## src/rtl/alu_seq_pkg.sv

```systemverilog
// alu_seq_pkg
//   Shared definitions for the ALU operation sequencer:
//   - default widths
//   - the settle-time bounds
//   - the FSM state encoding
//   - a helper that turns a settle time into a counter load value
//   No ports (package).
//   Configuration macro used by the sequencer: ALU_SEQ_PARITY_EN.

package alu_seq_pkg;

  localparam int OPW_DEF     = 2;
  localparam int SELW_DEF    = 2;
  localparam int RESW_DEF    = 4;
  localparam int SETTLE_DEF  = 1;
  localparam int CNTW_DEF    = 8;

  localparam int SETTLE_MIN  = 1;
  localparam int SETTLE_MAX  = 15;
  localparam int SETTLE_CNTW = 4;

  typedef enum logic [1:0] {
    IDLE = 2'd0,
    EXEC = 2'd1,
    RESP = 2'd2
  } seq_state_e;

  // The counter counts down to zero inclusive, so it is loaded with settle-1.
  // Out-of-range settle values are clamped into the legal window.
  function automatic logic [SETTLE_CNTW-1:0] settle_load(input int settle);
    int clamped;
    clamped = (settle < SETTLE_MIN) ? SETTLE_MIN :
              (settle > SETTLE_MAX) ? SETTLE_MAX : settle;
    return SETTLE_CNTW'(clamped - 1);
  endfunction

endpackage

```

## src/rtl/alu_seq_settle_cnt.sv

```systemverilog
// alu_seq_settle_cnt
//   Loadable down-counter with a zero flag. It times how long the ALU operands
//   are held before the result is captured.
// Ports
//   clk      in   rising-edge clock
//   rst_n    in   asynchronous active-low reset (count -> 0)
//   load     in   load load_val (has priority over dec)
//   load_val in   W-bit value to load
//   dec      in   decrement; the counter saturates at zero
//   zero     out  count == 0

module alu_seq_settle_cnt
  import alu_seq_pkg::*;
#(
  parameter int W = SETTLE_CNTW
) (
  input  logic         clk,
  input  logic         rst_n,
  input  logic         load,
  input  logic [W-1:0] load_val,
  input  logic         dec,
  output logic         zero
);

  logic [W-1:0] count;

  always_ff @(posedge clk or negedge rst_n) begin
    if (!rst_n) begin
      count <= '0;
    end else if (load) begin
      count <= load_val;
    end else if (dec && !zero) begin
      count <= count - 1'b1;
    end
  end

  assign zero = (count == '0);

endmodule

```

## src/rtl/alu_op_sequencer.sv

```systemverilog
// alu_op_sequencer
//   Upstream command stage for the combinational ALU.
//   - Accepts one command (operands + select) over a valid/ready handshake.
//   - Holds the operands steady on alu_a/alu_b/alu_sel for SETTLE_CYC cycles.
//   - Captures alu_y and returns it on a valid/ready response channel.
//   - Counts completed responses.
// Ports
//   clk, rst_n                  clock, asynchronous active-low reset
//   cmd_valid/cmd_ready         command handshake
//   cmd_a, cmd_b, cmd_sel       command payload
//   alu_a, alu_b, alu_sel       registered operands to the ALU
//   alu_y                       combinational ALU result
//   rsp_valid/rsp_ready         response handshake
//   rsp_y, rsp_sel              captured result and the select that produced it
//   busy                        high whenever not IDLE
//   op_count                    completed responses, wrapping
//   rsp_par                     even parity of rsp_y (only with ALU_SEQ_PARITY_EN)
// Configuration
//   ALU_SEQ_PARITY_EN   adds the rsp_par output.

module alu_op_sequencer
  import alu_seq_pkg::*;
#(
  parameter int OPW        = OPW_DEF,
  parameter int SELW       = SELW_DEF,
  parameter int RESW       = RESW_DEF,
  parameter int SETTLE_CYC = SETTLE_DEF,
  parameter int CNTW       = CNTW_DEF
) (
  input  logic            clk,
  input  logic            rst_n,
  input  logic            cmd_valid,
  output logic            cmd_ready,
  input  logic [OPW-1:0]  cmd_a,
  input  logic [OPW-1:0]  cmd_b,
  input  logic [SELW-1:0] cmd_sel,
  output logic [OPW-1:0]  alu_a,
  output logic [OPW-1:0]  alu_b,
  output logic [SELW-1:0] alu_sel,
  input  logic [RESW-1:0] alu_y,
  output logic            rsp_valid,
  input  logic            rsp_ready,
  output logic [RESW-1:0] rsp_y,
  output logic [SELW-1:0] rsp_sel,
  output logic            busy,
  output logic [CNTW-1:0] op_count
`ifdef ALU_SEQ_PARITY_EN
  ,
  output logic            rsp_par
`endif
);

  localparam logic [SETTLE_CNTW-1:0] SETTLE_LOAD = settle_load(SETTLE_CYC);

  seq_state_e state_q, state_d;
  logic       accept, capture, retire;
  logic       cnt_load, cnt_dec, cnt_zero;

  alu_seq_settle_cnt #(.W(SETTLE_CNTW)) u_settle_cnt (
    .clk      (clk),
    .rst_n    (rst_n),
    .load     (cnt_load),
    .load_val (SETTLE_LOAD),
    .dec      (cnt_dec),
    .zero     (cnt_zero)
  );

  always_ff @(posedge clk or negedge rst_n) begin
    if (!rst_n) begin
      state_q <= IDLE;
    end else begin
      state_q <= state_d;
    end
  end

  // A retiring response always returns to IDLE first, so a command presented
  // in the same cycle waits one cycle before it is accepted.
  always_comb begin
    state_d  = state_q;
    accept   = 1'b0;
    capture  = 1'b0;
    retire   = 1'b0;
    cnt_load = 1'b0;
    cnt_dec  = 1'b0;
    unique case (state_q)
      IDLE: begin
        if (cmd_valid) begin
          accept   = 1'b1;
          cnt_load = 1'b1;
          state_d  = EXEC;
        end
      end
      EXEC: begin
        if (cnt_zero) begin
          capture = 1'b1;
          state_d = RESP;
        end else begin
          cnt_dec = 1'b1;
        end
      end
      RESP: begin
        if (rsp_ready) begin
          retire  = 1'b1;
          state_d = IDLE;
        end
      end
      default: state_d = IDLE;
    endcase
  end

  assign cmd_ready = (state_q == IDLE);
  assign rsp_valid = (state_q == RESP);
  assign busy      = (state_q != IDLE);

  always_ff @(posedge clk or negedge rst_n) begin
    if (!rst_n) begin
      alu_a   <= '0;
      alu_b   <= '0;
      alu_sel <= '0;
    end else if (accept) begin
      alu_a   <= cmd_a;
      alu_b   <= cmd_b;
      alu_sel <= cmd_sel;
    end
  end

  always_ff @(posedge clk or negedge rst_n) begin
    if (!rst_n) begin
      rsp_y   <= '0;
      rsp_sel <= '0;
    end else if (capture) begin
      rsp_y   <= alu_y;
      rsp_sel <= alu_sel;
    end
  end

  always_ff @(posedge clk or negedge rst_n) begin
    if (!rst_n) begin
      op_count <= '0;
    end else if (retire) begin
      op_count <= op_count + 1'b1;
    end
  end

`ifdef ALU_SEQ_PARITY_EN
  always_ff @(posedge clk or negedge rst_n) begin
    if (!rst_n) begin
      rsp_par <= 1'b0;
    end else if (capture) begin
      rsp_par <= ^alu_y;
    end
  end
`endif

endmodule

```

## config.mk

```make
export PLATFORM = sky130hd
export DESIGN_NAME = alu_op_sequencer
export DESIGN_NICKNAME = d
export VERILOG_FILES = /design/src/rtl/alu_seq_pkg.sv /design/src/rtl/alu_seq_settle_cnt.sv /design/src/rtl/alu_op_sequencer.sv
export SDC_FILE = /design/constraint.sdc
export NUM_CORES = 1
export LEC_CHECK = 0
export ABC_AREA = 0
export CORE_ASPECT_RATIO = 2
export CORE_UTILIZATION = 45
export DETAILED_ROUTE_END_ITERATION = 8
export GPL_TIMING_DRIVEN = 0
export PLACE_DENSITY = 0.78
export SYNTH_ARGS = -nofsm -noshare
export SYNTH_HDL_FRONTEND = slang
export SYNTH_SLANG_ARGS = --single-unit
```

## constraint.sdc

```tcl
create_clock -name clk -period 1.7 [get_ports clk]
set_input_delay 0.17 -clock clk [delete_from_list [all_inputs] [get_ports clk]]
set_output_delay 0.17 -clock clk [all_outputs]
set_load 0.02 [all_outputs]
```

# Yosys cells after proc, flatten, opt, wreduce, memory -nomap -nowiden
# Cells that the tools add are included.
[word_totals]
register_bits = 26
output_inout_bits = 23
word_cells = 36
[op_classes]
add_sub_neg = 2
eq_ne = 5
mux = 14
n_reduce_logical = 7
[ops]
columns = ["op", "n"]
rows = [
  ["8-bit by 1-bit adder with 8-bit output (second input constant)", 1],
  ["1-bit two-way mux", 8],
  ["4-bit two-way mux", 2],
  ["2-bit two-way mux", 3],
  ["2-bit case mux with 3 select lines", 1],
  ["4-bit zero test", 1],
  ["2-bit by 1-bit != test with 1-bit output (second input constant)", 2],
  ["2-bit nonzero test", 2],
  ["4-bit by 1-bit subtractor with 4-bit output (second input constant)", 1],
  ["3-bit AND reduction", 1],
  ["2-bit by 1-bit == test with 1-bit output (second input constant)", 1],
  ["2-bit == test (second input constant)", 1],
  ["2-bit zero test", 1],
  ["2-bit != test (second input constant)", 1],
  ["1-bit logical AND", 1],
  ["1-bit zero test", 1],
]

# Longest topological paths before layout
[depth]
ltp_word = 6
mapped_depth = 5

# Cells and area by module
# A second synthesis with hierarchy kept.
[hier_totals]
cells_unflattened = 93
hier_area_um2 = 1199.9
[by_module_without_submodules]
columns = ["module", "instances", "cells_each", "area_per_inst_um2", "seq_area_each_um2"]
rows = [
  ["alu_op_sequencer", 1, 66, 929.6, 550.5],
  ["alu_seq_settle_cnt", 1, 27, 270.3, 100.1],
]

# Least setup slack after synthesis
# Ideal clock, no wire load.
[synth_timing]
kind = "register -> register"
start = "register u_settle_cnt.count[0]"
end = "register state_q[0]"
t_arrival_ns = 1.393
required_ns = 1.579
path_slack_ns = 0.186
path_stages_with_launch = 6
path_buffers = 0
synth_period_minus_slack_ns = 1.514
path_cell_list = "dfrtp_1 -> inv_1 -> ha_1 -> or3b_2 -> and3b_1 -> nand2b_1"
[synth_via]
elab_chain_len = 3
[synth_lines]
columns = ["item", "line_no", "rtl"]
rows = [
  ["from (decl)", "alu_seq_settle_cnt.sv:25", "logic [W-1:0] count;"],
  ["from (signal assigned)", "alu_seq_settle_cnt.sv:31", "count <= load_val;"],
  ["from (signal assigned)", "alu_seq_settle_cnt.sv:33", "count <= count - 1'b1;"],
  ["4-bit zero test", "alu_seq_settle_cnt.sv:37", "assign zero = (count == '0);"],
  ["2-bit by 1-bit != test with 1-bit output (no line)", "n/a", ""],
  ["3-bit AND reduction (no line)", "n/a", ""],
  ["to (signal assigned)", "alu_op_sequencer.sv:72", "state_q <= state_d;"],
  ["to (decl)", "alu_op_sequencer.sv:55", "seq_state_e state_q, state_d;"],
]
# Every way passes these cells.
# A chain may end at the register's enable or synchronous reset.

# Worst setup path after layout
# Ends and elaborated chain as after synthesis.

==> summary.md <==
| Metric | Value |
|---|---|
| H-tree levels | 1 |
| Reg2Reg Setup Slack | 0.07 ns |
| TritonCTS clock tree | built |
| Number of global-route vias before repair | 809 |
| VDD IR max | 1177 uV |
| Area post-placement | 0.001563 sq mm |
| Via-per-instance ratio | slightly above 5 |
| Worst Hold Class | reg2reg |
| Final hold violation count | 0 |
| Slew Viols, Final | 0 |
| N_diodes | 0 |
| Clock Path Buffers | 2 |
| Root Buffer | clkbuf_8 |
| Placed cell count | 152 |
| Final Non-Filler Cells | 158 |
| Area growth, synth to finish | 41.11% |
| Row count | 25 |
| Seq/Total Area, Yosys | 55.67% |
| Most common cell after layout, fill and taps aside | clkdlybuf4s50_1 |
| Crit. Startpoint | u_settle_cnt.count[0]$_DFFE_PN0P_ |
| Main area contributors after synthesis | dfrtp_1 56%, mux2_4 7.7%, mux2_2 6.7% |
| Synth Area in Compound Gates | approximately 1.5% |
| Residual DRC | 0 |
| Min cycle time layout | around 1.6 ns |
| Slew HR | between 20% and 30% |
| Reg-to-Reg End | state_q[0]$_DFFE_PN0P_ |
| Final hold slack | approximately 0.48 ns |
| Avg Cell Area, Syn | about 13 sq um |
| Status | complete, no violations |
| Combinational power share | 49.9% |
| Clock power frac | 16.0% |
| Core ar. | 0.002409 sq mm |
| Setup crit start kind | register |
| Count of cell types in the netlist | 25 |
| Final worst slack | 0.07154 ns |
| Cells after Synth | 89 |
| Cts bufs inserted | 3 |
| Routed Antenna Nets | 0 |
| Setup Skew | between 0.004 and 0.005 ns |
| CP Max Fanout | 4 |
| Ports | 37 |
| Port Buffer Count | 36 |
| Die W | 38.04 microns |
| Global Route Usage Sum | 17.64% |
| Setup CP Type | reg2reg |
| Mapped Nets | 106 |
| Starting Density | 48.52% |
| Leakage power | 0.7647 nW |
| Design area | 0.001649 sq mm |
| Largest family of logic cells by synthesized area | multiplexers |
| Switching Share | a little over a third |
| Count of warnings emitted by yosys | 0 |
| DRT Pass-1 Iters | 4 |
| Die height | 74.07 microns |
| Final setup violation count | 0 |
| Largest net degree at the start of global routing | 27 |
| # Max-Cap Violations | 0 |
| Gpl congestion | 0.7098 |
| NetSw | 1.095 mW |
| Routed len/inst | 14.44 microns |
| Commonest cells after routing, fill and taps aside | 33 x clkdlybuf4s50_1, 26 x dfrtp_1, 7 x nand2_1, 7 x mux2_2, 6 x mux2_4 |
| Seq pwr share | 34.1% |
| Via count | 814 |
| Flops & latches, synth | 26 |
| Final WL | about 2.3 mm |
| Critical R2R Launch | u_settle_cnt.count[0]$_DFFE_PN0P_ |
| HPWL Detailed | 1.693 mm |
| Synth Area in Adders | approximately 3.2% |
| Share of the synthesized area in the top cell type | 55.67% |
| Post-layout util | 68.47% |
| CTS sink cnt | 26 |
| Later-pin clock latency in the skew report | 0.27 ns |
| Fin crit share | 95.79% |
| Initial DRC Count | 13 |
| Dpl ws | a little under 0.09 ns |
| Worst slew pin tran | 1.129 ns |
| Power per cell area | 1902 mW/mm^2 |
| Clk slew on worst S/H paths | 0.09 ns |
| GR Overflow Total | 0 |
| Internal | 2.041 mW |
| R2R cell count | 5 |
| Simple-gate share of the synthesized area | 14.13% |
| Global-route wire length before repair | 3.525 mm |
| Layout cell share with drive strength beyond 1 | 21.37% |
| Synth Area in XOR/XNOR | 5.246% |
| WP data required | between 1.5 and 2 ns |
| Worst EP arrival | 1.79 ns |
| Fmax | 614.1 MHz |
| Initial antenna violation count | 0 |
| Mapped Area | around 0.0012 sq mm |
| Die ar. | 0.002817 sq mm |
| Nets | 149 |
| Mux cell area share after synthesis | 17.02% |
| Endpoint of the worst setup timing path | state_q[0]$_DFFE_PN0P_ |
| CP Capture Type | register |
| Top cell type by total area after synthesis | dfrtp_1 |
[power groups by stage]
stage / registers, mW / logic (mW) / clock network (mW)
floorplan: 1.28 / 0.718 / 0
global placement: 1.06 / 1.52 / 0
detailed placement: 1.08 / 1.57 / 0
CTS: 1.06 / 1.54 / 0.514
global route: 1.10 / 1.68 / 0.540
finish: 1.07 / 1.56 / 0.501
[worst max-delay path, cell delays in order (launching register included)]
cell	delay [ns]
dfrtp_1	0.42
inv_2	0.08
ha_2	0.18
or3b_2	0.45
and3b_2	0.26
nand2b_1	0.14
[cell families after synthesis]
kind of cell	Yosys count
AOI/OAI and AO/OA	3
xor gates and xnor gates	7
adders and majority gates	3
buffers and inverters	6
DFF	26
muxes	16
and+or+nand+nor	28
[through the flow]
| step | setup TNS [ns] | power, mW |
|---|---|---|
| floorplan | 0 | 1.994 |
| global placement | 0 | 2.586 |
| detailed placement | 0 | 2.642 |
| CTS | 0 | 3.121 |
| global route | -0.01144 | 3.319 |
| finish | 0 | 3.136 |
[flip-flops by register name, summed over array words and instances, names as in the netlist]
signal	count
rsp_y	4
rsp_sel	2
state_q	2
alu_a	2
op_count	8
alu_sel	2
u_settle_cnt.count	4
alu_b	2
[Yosys cell counts, drive strengths merged]
| master | number |
|---|---|
| dfrtp | 26 |
| mux2 | 13 |
| nand2 | 7 |
| xor2 | 5 |
| inv | 4 |
| nor2 | 4 |
| ha | 3 |
| mux2i | 3 |
| nor3 | 3 |
| buf | 2 |
| nand2b | 2 |
| nand3 | 2 |
| nand4b | 2 |
| o21ai | 2 |
| or3b | 2 |
| xnor2 | 2 |
| and3b | 1 |
| and4b | 1 |
| nand3b | 1 |
| nand4 | 1 |
| nor4 | 1 |
| o211ai | 1 |
| or2 | 1 |
[area by class of cell]
class | count | area (sq um)
buffer | 2 | 22.52
clock buffer | 3 | 41.29
clock inverter | 1 | 30.03
fill | 182 | 759.5
inverter | 4 | 15.01
multi-input combinational | 57 | 484.2
sequential | 26 | 650.6
tap | 27 | 33.78
timing repair buffer | 38 | 371.6
[metal layers]
metal  up-vias  wire (microns)  global-route usage, %
met5         -               0                      0
met4         0              23                  8.333
met3         2              88                  2.985
met2        26            1325                  32.39
met1       400             845                  18.18
li1        386               -                      -
[worst min path at each step]
stage                             from                      end  slack, ns  depth (start not counted)
5_1_grt        op_count[7]$_DFFE_PN0P_  op_count[7]$_DFFE_PN0P_       0.49                          1
6_report       op_count[7]$_DFFE_PN0P_  op_count[7]$_DFFE_PN0P_       0.48                          1
4_1_cts        op_count[7]$_DFFE_PN0P_  op_count[7]$_DFFE_PN0P_       0.48                          1
3_5_place_dp   op_count[7]$_DFFE_PN0P_  op_count[7]$_DFFE_PN0P_       0.46                          1
3_3_place_gp   op_count[7]$_DFFE_PN0P_  op_count[7]$_DFFE_PN0P_       0.46                          1
2_1_floorplan                    rst_n     alu_a[0]$_DFFE_PN0P_      -0.13                          0
[timing repair]
action	in CTS	in global routing
gates resized for setup	3	4
buffers inserted	0	2
hold buffers	0	0
hold endpoints to repair	0	0
setup endpoints to repair	3	3
pin swaps	0	1
Note: power is estimated with default switching activity, not from simulation.
